**src/rtl/uart_pkg.sv**
```systemverilog
// ---------------------------------------------------------------------------
// uart_pkg
// Shared definitions for the oversampling UART receiver: the receiver FSM
// state type and the oversampling constants that fix where each bit is
// sampled within its 16-tick period.
// ---------------------------------------------------------------------------
package uart_pkg;

   localparam int OVERSAMPLE  = 16;                  // ticks per bit period
   localparam int MID_SAMPLE  = 7;                   // start-bit validation tick
   localparam int LAST_SAMPLE = 15;                  // data/parity/stop sample tick
   localparam int CNT_W       = $clog2(OVERSAMPLE);  // tick counter width

   typedef enum logic [2:0] {
      ST_IDLE,
      ST_START,
      ST_DATA,
      ST_PARITY,
      ST_STOP
   } uart_rx_state_t;

endpackage

```
**src/rtl/uart_rx_sync.sv**
```systemverilog
// ---------------------------------------------------------------------------
// uart_rx_sync
// Front end of the UART receiver. It brings the asynchronous serial line into
// the clk domain with a two-flop synchronizer and flags its falling edges. It
// also turns the 16x baud square wave into single-cycle ticks.
//
// Ports
//   clk          in   system clock
//   reset_n      in   asynchronous active-low reset
//   rx_i         in   raw serial line, idle high
//   baud_clk16_i in   16x baud square wave
//   rx_s_o       out  synchronized serial line
//   rx_fall_o    out  rx_s_o went 1 -> 0 this cycle
//   tick_o       out  one-cycle pulse on each baud_clk16_i rising edge
// ---------------------------------------------------------------------------
module uart_rx_sync
   import uart_pkg::*;
(
   input  logic clk,
   input  logic reset_n,
   input  logic rx_i,
   input  logic baud_clk16_i,
   output logic rx_s_o,
   output logic rx_fall_o,
   output logic tick_o
);

   logic rx_meta_q;
   logic rx_s_q;
   logic rx_prev_q;
   logic baud_q;

   // The synchronizer resets to the idle (high) line level. A reset therefore
   // never creates a false start edge.
   // NOTE: clocked state uses non-blocking assignments so every flop samples
   // the pre-edge value of its neighbour; blocking here would collapse the
   // two-flop chain into one.
   always_ff @(posedge clk or negedge reset_n) begin
      if (!reset_n) begin
         rx_meta_q <= 1'b1;
         rx_s_q    <= 1'b1;
         rx_prev_q <= 1'b1;
         baud_q    <= 1'b0;
      end else begin
         rx_meta_q <= rx_i;
         rx_s_q    <= rx_meta_q;
         rx_prev_q <= rx_s_q;
         baud_q    <= baud_clk16_i;
      end
   end

   assign rx_s_o    = rx_s_q;
   assign rx_fall_o = rx_prev_q & ~rx_s_q;
   assign tick_o    = baud_clk16_i & ~baud_q;

endmodule

```
**src/rtl/uart_rx16.sv**
```systemverilog
// ---------------------------------------------------------------------------
// uart_rx16
// A 16x oversampling UART receiver. It validates the start bit at mid-bit and
// then samples each data bit, the optional parity bit and the stop bit once
// per bit period. Each completed frame goes into a one-entry valid/ready
// output buffer. When the buffer is still full, the new frame is dropped and
// overrun pulses.
//
// Build option
//   UART_RX_PARITY_EN  defined: one parity bit follows the data bits and is
//                      checked. Undefined: no parity bit, parity_err is 0.
//
// Parameters
//   DATA_BITS   data bits per frame, LSB first (5..9)
//   PARITY_ODD  0 = even parity, 1 = odd parity (parity builds only)
//
// Ports
//   clk         in   system clock
//   reset_n     in   asynchronous active-low reset
//   baud_clk16  in   16x baud square wave
//   rx          in   serial line, idle high, asynchronous
//   rx_data     out  received word
//   rx_valid    out  rx_data and the error flags hold a frame
//   rx_ready    in   consumer accepts when rx_valid && rx_ready
//   frame_err   out  stop bit sampled low (qualified by rx_valid)
//   parity_err  out  parity mismatch (qualified by rx_valid)
//   overrun     out  one-cycle pulse: a completed frame was dropped
// ---------------------------------------------------------------------------
module uart_rx16
   import uart_pkg::*;
#(
   parameter int DATA_BITS  = 8,
   parameter int PARITY_ODD = 0
) (
   input  logic                 clk,
   input  logic                 reset_n,
   input  logic                 baud_clk16,
   input  logic                 rx,
   output logic [DATA_BITS-1:0] rx_data,
   output logic                 rx_valid,
   input  logic                 rx_ready,
   output logic                 frame_err,
   output logic                 parity_err,
   output logic                 overrun
);

   localparam logic           PARITY_ODD_BIT = (PARITY_ODD != 0);
   localparam logic [3:0]     LAST_BIT_IDX   = 4'(DATA_BITS - 1);
   localparam logic [CNT_W-1:0] CNT_MID      = CNT_W'(MID_SAMPLE);
   localparam logic [CNT_W-1:0] CNT_LAST     = CNT_W'(LAST_SAMPLE);

   // ------------------------------------------------------------------
   // Front end: synchronized line, start edge and baud ticks
   // ------------------------------------------------------------------
   logic rx_s;
   logic rx_fall;
   logic tick;

   uart_rx_sync u_sync (
      .clk          (clk),
      .reset_n      (reset_n),
      .rx_i         (rx),
      .baud_clk16_i (baud_clk16),
      .rx_s_o       (rx_s),
      .rx_fall_o    (rx_fall),
      .tick_o       (tick)
   );

   // ------------------------------------------------------------------
   // Receiver FSM
   // ------------------------------------------------------------------
   uart_rx_state_t       state_q,   state_d;
   logic [CNT_W-1:0]     cnt_q,     cnt_d;
   logic [3:0]           bit_idx_q, bit_idx_d;
   logic [DATA_BITS-1:0] shift_q,   shift_d;
`ifdef UART_RX_PARITY_EN
   logic                 parity_bit_q, parity_bit_d;
`endif

   logic frame_done;  // stop bit sampled this cycle
   logic stop_err;    // that stop bit was low
   logic parity_calc; // parity verdict for the frame being completed

   // NOTE: every signal assigned below gets a default first. No path can
   // leave one unassigned, so no latch is inferred.
   always_comb begin
      state_d      = state_q;
      cnt_d        = cnt_q;
      bit_idx_d    = bit_idx_q;
      shift_d      = shift_q;
`ifdef UART_RX_PARITY_EN
      parity_bit_d = parity_bit_q;
`endif
      frame_done   = 1'b0;
      stop_err     = 1'b0;

      unique case (state_q)
         ST_IDLE: begin
            // Only a 1->0 transition starts a frame. A line held low (break)
            // cannot retrigger.
            if (rx_fall) begin
               state_d = ST_START;
               cnt_d   = '0;
            end
         end

         ST_START: begin
            if (tick) begin
               if (cnt_q == CNT_MID) begin
                  if (!rx_s) begin
                     // From here the counter wraps every 16 ticks. Each
                     // LAST_SAMPLE tick then lands mid-bit.
                     state_d   = ST_DATA;
                     cnt_d     = '0;
                     bit_idx_d = '0;
                  end else begin
                     state_d = ST_IDLE;  // glitch, not a start bit
                  end
               end else begin
                  cnt_d = cnt_q + 1'b1;
               end
            end
         end

         ST_DATA: begin
            if (tick) begin
               cnt_d = cnt_q + 1'b1;
               if (cnt_q == CNT_LAST) begin
                  // LSB arrives first, so shifting in at the MSB leaves the
                  // word correctly aligned after DATA_BITS samples.
                  shift_d   = {rx_s, shift_q[DATA_BITS-1:1]};
                  bit_idx_d = bit_idx_q + 1'b1;
                  if (bit_idx_q == LAST_BIT_IDX) begin
`ifdef UART_RX_PARITY_EN
                     state_d = ST_PARITY;
`else
                     state_d = ST_STOP;
`endif
                  end
               end
            end
         end

`ifdef UART_RX_PARITY_EN
         ST_PARITY: begin
            if (tick) begin
               cnt_d = cnt_q + 1'b1;
               if (cnt_q == CNT_LAST) begin
                  parity_bit_d = rx_s;
                  state_d      = ST_STOP;
               end
            end
         end
`endif

         ST_STOP: begin
            if (tick) begin
               cnt_d = cnt_q + 1'b1;
               if (cnt_q == CNT_LAST) begin
                  // Return to IDLE at mid stop bit. The receiver then has
                  // half a bit of slack to see the next start edge.
                  frame_done = 1'b1;
                  stop_err   = ~rx_s;
                  state_d    = ST_IDLE;
               end
            end
         end

         default: state_d = ST_IDLE;
      endcase
   end

   // NOTE: the shift register and counters are reset along with the state,
   // even though IDLE never reads them. This keeps the post-reset contents
   // deterministic and makes a mid-frame reset discard the partial word.
   always_ff @(posedge clk or negedge reset_n) begin
      if (!reset_n) begin
         state_q      <= ST_IDLE;
         cnt_q        <= '0;
         bit_idx_q    <= '0;
         shift_q      <= '0;
`ifdef UART_RX_PARITY_EN
         parity_bit_q <= 1'b0;
`endif
      end else begin
         state_q      <= state_d;
         cnt_q        <= cnt_d;
         bit_idx_q    <= bit_idx_d;
         shift_q      <= shift_d;
`ifdef UART_RX_PARITY_EN
         parity_bit_q <= parity_bit_d;
`endif
      end
   end

`ifdef UART_RX_PARITY_EN
   // Nonzero means the data plus parity bit do not have the configured parity.
   assign parity_calc = (^shift_q) ^ parity_bit_q ^ PARITY_ODD_BIT;
`else
   assign parity_calc = 1'b0;
   logic unused_parity_odd;
   assign unused_parity_odd = PARITY_ODD_BIT;
`endif

   // ------------------------------------------------------------------
   // One-entry output buffer
   // ------------------------------------------------------------------
   logic [DATA_BITS-1:0] rx_data_q;
   logic                 rx_valid_q;
   logic                 frame_err_q;
   logic                 parity_err_q;
   logic                 overrun_q;

   logic accept;
   logic can_load;

   assign accept   = rx_valid_q & rx_ready;
   // The slot is free when it is empty or is being drained this very cycle.
   assign can_load = ~rx_valid_q | rx_ready;

   always_ff @(posedge clk or negedge reset_n) begin
      if (!reset_n) begin
         rx_data_q    <= '0;
         rx_valid_q   <= 1'b0;
         frame_err_q  <= 1'b0;
         parity_err_q <= 1'b0;
         overrun_q    <= 1'b0;
      end else begin
         overrun_q <= 1'b0;
         if (frame_done && can_load) begin
            rx_data_q    <= shift_q;
            frame_err_q  <= stop_err;
            parity_err_q <= parity_calc;
            rx_valid_q   <= 1'b1;
         end else begin
            // A full, unaccepted buffer keeps its frame; the new one is lost.
            if (frame_done) begin
               overrun_q <= 1'b1;
            end
            if (accept) begin
               rx_valid_q <= 1'b0;
            end
         end
      end
   end

   assign rx_data    = rx_data_q;
   assign rx_valid   = rx_valid_q;
   assign frame_err  = frame_err_q;
   assign parity_err = parity_err_q;
   assign overrun    = overrun_q;

endmodule

```
**config.mk**
```make
export PLATFORM = sky130hd
export DESIGN_NAME = uart_rx16
export DESIGN_NICKNAME = d
export VERILOG_FILES = /design/src/rtl/uart_pkg.sv /design/src/rtl/uart_rx_sync.sv /design/src/rtl/uart_rx16.sv
export SDC_FILE = /design/constraint.sdc
export NUM_CORES = 1
export LEC_CHECK = 0
export ABC_AREA = 1
export BUFFER_PORTS_ARGS = -buffer_cell sky130_fd_sc_hd__buf_2
export CAP_MARGIN = 20
export CORE_MARGIN = 4
export CORE_UTILIZATION = 58
export DETAILED_ROUTE_END_ITERATION = 10
export PLACE_DENSITY = 0.82
export SLEW_MARGIN = 30
export SYNTH_ARGS = -nofsm -noshare
export SYNTH_HDL_FRONTEND = slang
export SYNTH_HIERARCHICAL = 1
export SYNTH_SLANG_ARGS = --single-unit
```
**constraint.sdc**
```tcl
create_clock -name clk -period 1.7 [get_ports clk]
set_input_delay 0.425 -clock clk [delete_from_list [all_inputs] [get_ports clk]]
set_output_delay 0.425 -clock clk [all_outputs]
set_load 0.01 [all_outputs]
```
==> flow_metrics.env <==
export IMPL_run_status="complete, no violations"
export IMPL_ant_nets=0
export IMPL_worst_hold_slack_ps=82.7
export IMPL_yosys_area_top_type_share_pct=45.0
export IMPL_setup_viol_count_final=0
export IMPL_hold_viol_final=0
export IMPL_antenna_found_initial=0
export IMPL_n_antenna_cell=0
export IMPL_detail_route_wl_per_cell_um=12.7
export IMPL_fp_dieH_um=62.5
export IMPL_fmax_ghz=0.645
export IMPL_cts_made_buffers=5
export IMPL_rr_worst_depth=8
export IMPL_cts_htree_levels=2
export IMPL_synth_ff_type="dfrtp_1"
export IMPL_gp_congestion=0.822
export IMPL_ys_warn_count=6
export IMPL_synth_seq_area_share_pct=49.6
export IMPL_hp_class="in -> async"
export IMPL_cp_start_kind="flip-flop"
export IMPL_avgSynthCellArea_um2=8.71
export IMPL_cp_max_fo=5
export IMPL_rsz0062_at_grt="no"
export IMPL_io_buffers=15
export IMPL_power_total_w=0.00232
export IMPL_ys_top_cells_by_count="61 x nand2_1, 31 x dfrtp_1, 18 x nand3_1, 17 x inv_1, 11 x nor2_1"
export IMPL_r2r_setup_slack_ps=150
export IMPL_ir_drop_mv=0.578
export IMPL_vias_per_cell=5.26
export IMPL_row_count=19
export IMPL_place_ws_ps=-49.0
export IMPL_reg2reg_from="cnt_q[0]"
export IMPL_met3_usage_pct=5.76
export IMPL_drive_gt1_share_pct=27.5
export IMPL_ios=17
export IMPL_routed_via_count=1310
export IMPL_track_usage_pct=18.7
export IMPL_pwr_density_cell_nw_per_um2=1240
export IMPL_grt_first_pass_wirelength_mm=5.78
export IMPL_place_inst=241
export IMPL_wirelength_mm=3.16
export IMPL_post_dp_hpwl_mm=2.30
export IMPL_num_fill_cells=228
export IMPL_synth_edf_count=0
export IMPL_path_clk_slew_ps=100
export IMPL_gr_usage_met1_pct=21.6
export IMPL_syn2layout_area_growth_pct=9.07
export IMPL_grt_pass1_vias=1336
export IMPL_max_cap_violations=0
export IMPL_drv_slew=0
export IMPL_core_um2=2810
export IMPL_clockBufferDepth=2
export IMPL_dieWidth_um=62.5
export IMPL_fin_ws_ps=150
export IMPL_drt_first_pass_iters=4
export IMPL_die_area_um2=3910
export IMPL_synthArstFlopShare_pct=100
export IMPL_crit_required_ps=1940
export IMPL_clkSinkCount=34
export IMPL_yosys_top_cells_area="dfrtp_1 45%, nand2_1 13%, nand3_1 5.2%, dfstp_2 4.6%, o21ai_2 4.6%"
export IMPL_grt_max_degree=35
export IMPL_yosysMostFrequentCell="nand2_1"
export IMPL_drtIter0Drc=93
export IMPL_initial_core_util_pct=61.5
export IMPL_post_cts_setup_buffers=0
export IMPL_synth_seq_cells=34
export IMPL_ys_types=32
export IMPL_grt_util_met2_pct=32.0
export IMPL_placed_cell_area_um2=1810
export IMPL_period_share_pct=91.2
export IMPL_setup_worst_path_class="reg -> reg"
export IMPL_overflow=0
export IMPL_end_kind="flip-flop"
export IMPL_synth_largest_area_cell="dfrtp_1"
export IMPL_worstReg2RegEnd="state_q[2]"
export IMPL_synth_net_count=205
export IMPL_fin_cells=249
export IMPL_cts_tree="yes"
export IMPL_skew_ps=8.25
export IMPL_power_leakage_nw=0.977
export IMPL_insertion_delay_ps=340
export IMPL_cts_root_buffer="clkbuf_4"
export IMPL_final_area_um2=1880
export IMPL_arrival_ps=1790
export IMPL_drc=0
export IMPL_fin_nets=224
export IMPL_period_minus_slack_ps=1550
export IMPL_netlist_instances=198
export IMPL_grt_busiest_layer="met2"
export IMPL_syn_area_um2=1720
## cell type report
class	count	area (µm²)	area share, %
multi-input cells	140	768	40.9
repair buffers	16	82.6	4.39
clock buffers	7	55.1	2.93
well taps	31	38.8	2.06
flip-flops and latches	34	855	45.4
clock inverters	1	5.00	0.266
inverters	20	76.3	4.06
## logic make-up (layout without fill, tap and decap cells)
logic type / after synthesis / count (layout) / synth area share [%]
AOI/OAI and AO/OA: 21 / 21 / 9.07
buffers and inverters: 24 / 44 / 6.46
and+or+nand+nor: 114 / 114 / 32.2
DFF: 34 / 34 / 49.6
other: 1 / 1 / 0.217
xor gates and xnor gates: 2 / 2 / 1.02
adders and majority gates: 2 / 2 / 1.45
## how the worst max path moves through the flow
stage,to,depth (start not counted),from,slack (ps)
after global placement,rx_data[5],8,baud_clk16,8
after CTS,rx_data[5],6,cnt_q[0],60
after floorplan,rx_data[0],8,baud_clk16,230
after global routing,bit_idx_q[1],10,cnt_q[0],3
after detailed placement,rx_data[5],8,baud_clk16,-50
final,state_q[2],8,cnt_q[0],150
## critical path, stage by stage (launching register included)
cell	delay, ps
dfrtp_1	410
ha_1	220
nand3_2	170
inv_1	180
a21oi_1	90
nor2_2	170
nand2_2	90
nand2_1	60
nand2_1	60
## per-stage QoR
stage | utilization [%] | setup TNS [ps]
after floorplan | - | 0
after global placement | 64.5 | 0
after detailed placement | 64.5 | -263
after CTS | 66.7 | 0
after global routing | 67.0 | 0
final | 67.0 | 0
## state kept, by name, indices dropped and copies added, names as in the netlist
| register | cells |
|---|---|
| state_q | 3 |
| u_sync/baud_q | 1 |
| u_sync/rx_prev_q | 1 |
| shift_q | 8 |
| frame_err | 1 |
| u_sync/rx_meta_q | 1 |
| u_sync/rx_s_o | 1 |
| rx_data | 8 |
| rx_valid | 1 |
| overrun | 1 |
| bit_idx_q | 4 |
| cnt_q | 4 |
## power breakdown
part / internal [W] / total [W] / switching [W]
Clock: 0.000200 / 0.000466 / 0.000266
Combinational: 0.000285 / 0.000841 / 0.000557
Sequential: 0.000891 / 0.00102 / 0.000126
Total: 0.00138 / 0.00232 / 0.000948
## layer usage
layer | up-vias | share of wire, % | routed length, µm
li1 | 663 | - | -
met4 | 0 | 1.2 | 38
met2 | 25 | 52 | 1640
met1 | 618 | 43 | 1360
met3 | 4 | 3.9 | 123
met5 | - | 0 | 0
## what timing repair did
action,in CTS,in global routing
resized for setup,0,2
hold buffers,0,0
endpoints found under the setup margin,0,11
## placed cells by master (no fill, tap or decap), drive strengths merged, types with 2 or more instances in the layout
cell	instances
nand3	21
nor2	19
inv	19
xor2	2
buf	16
clkinv	2
ha	2
nor3	2
a21oi	2
o21ai	18
nand2	69
clkbuf	7
dfstp	3
dfrtp	31
No activity file was read; power rests on OpenSTA's default activity.
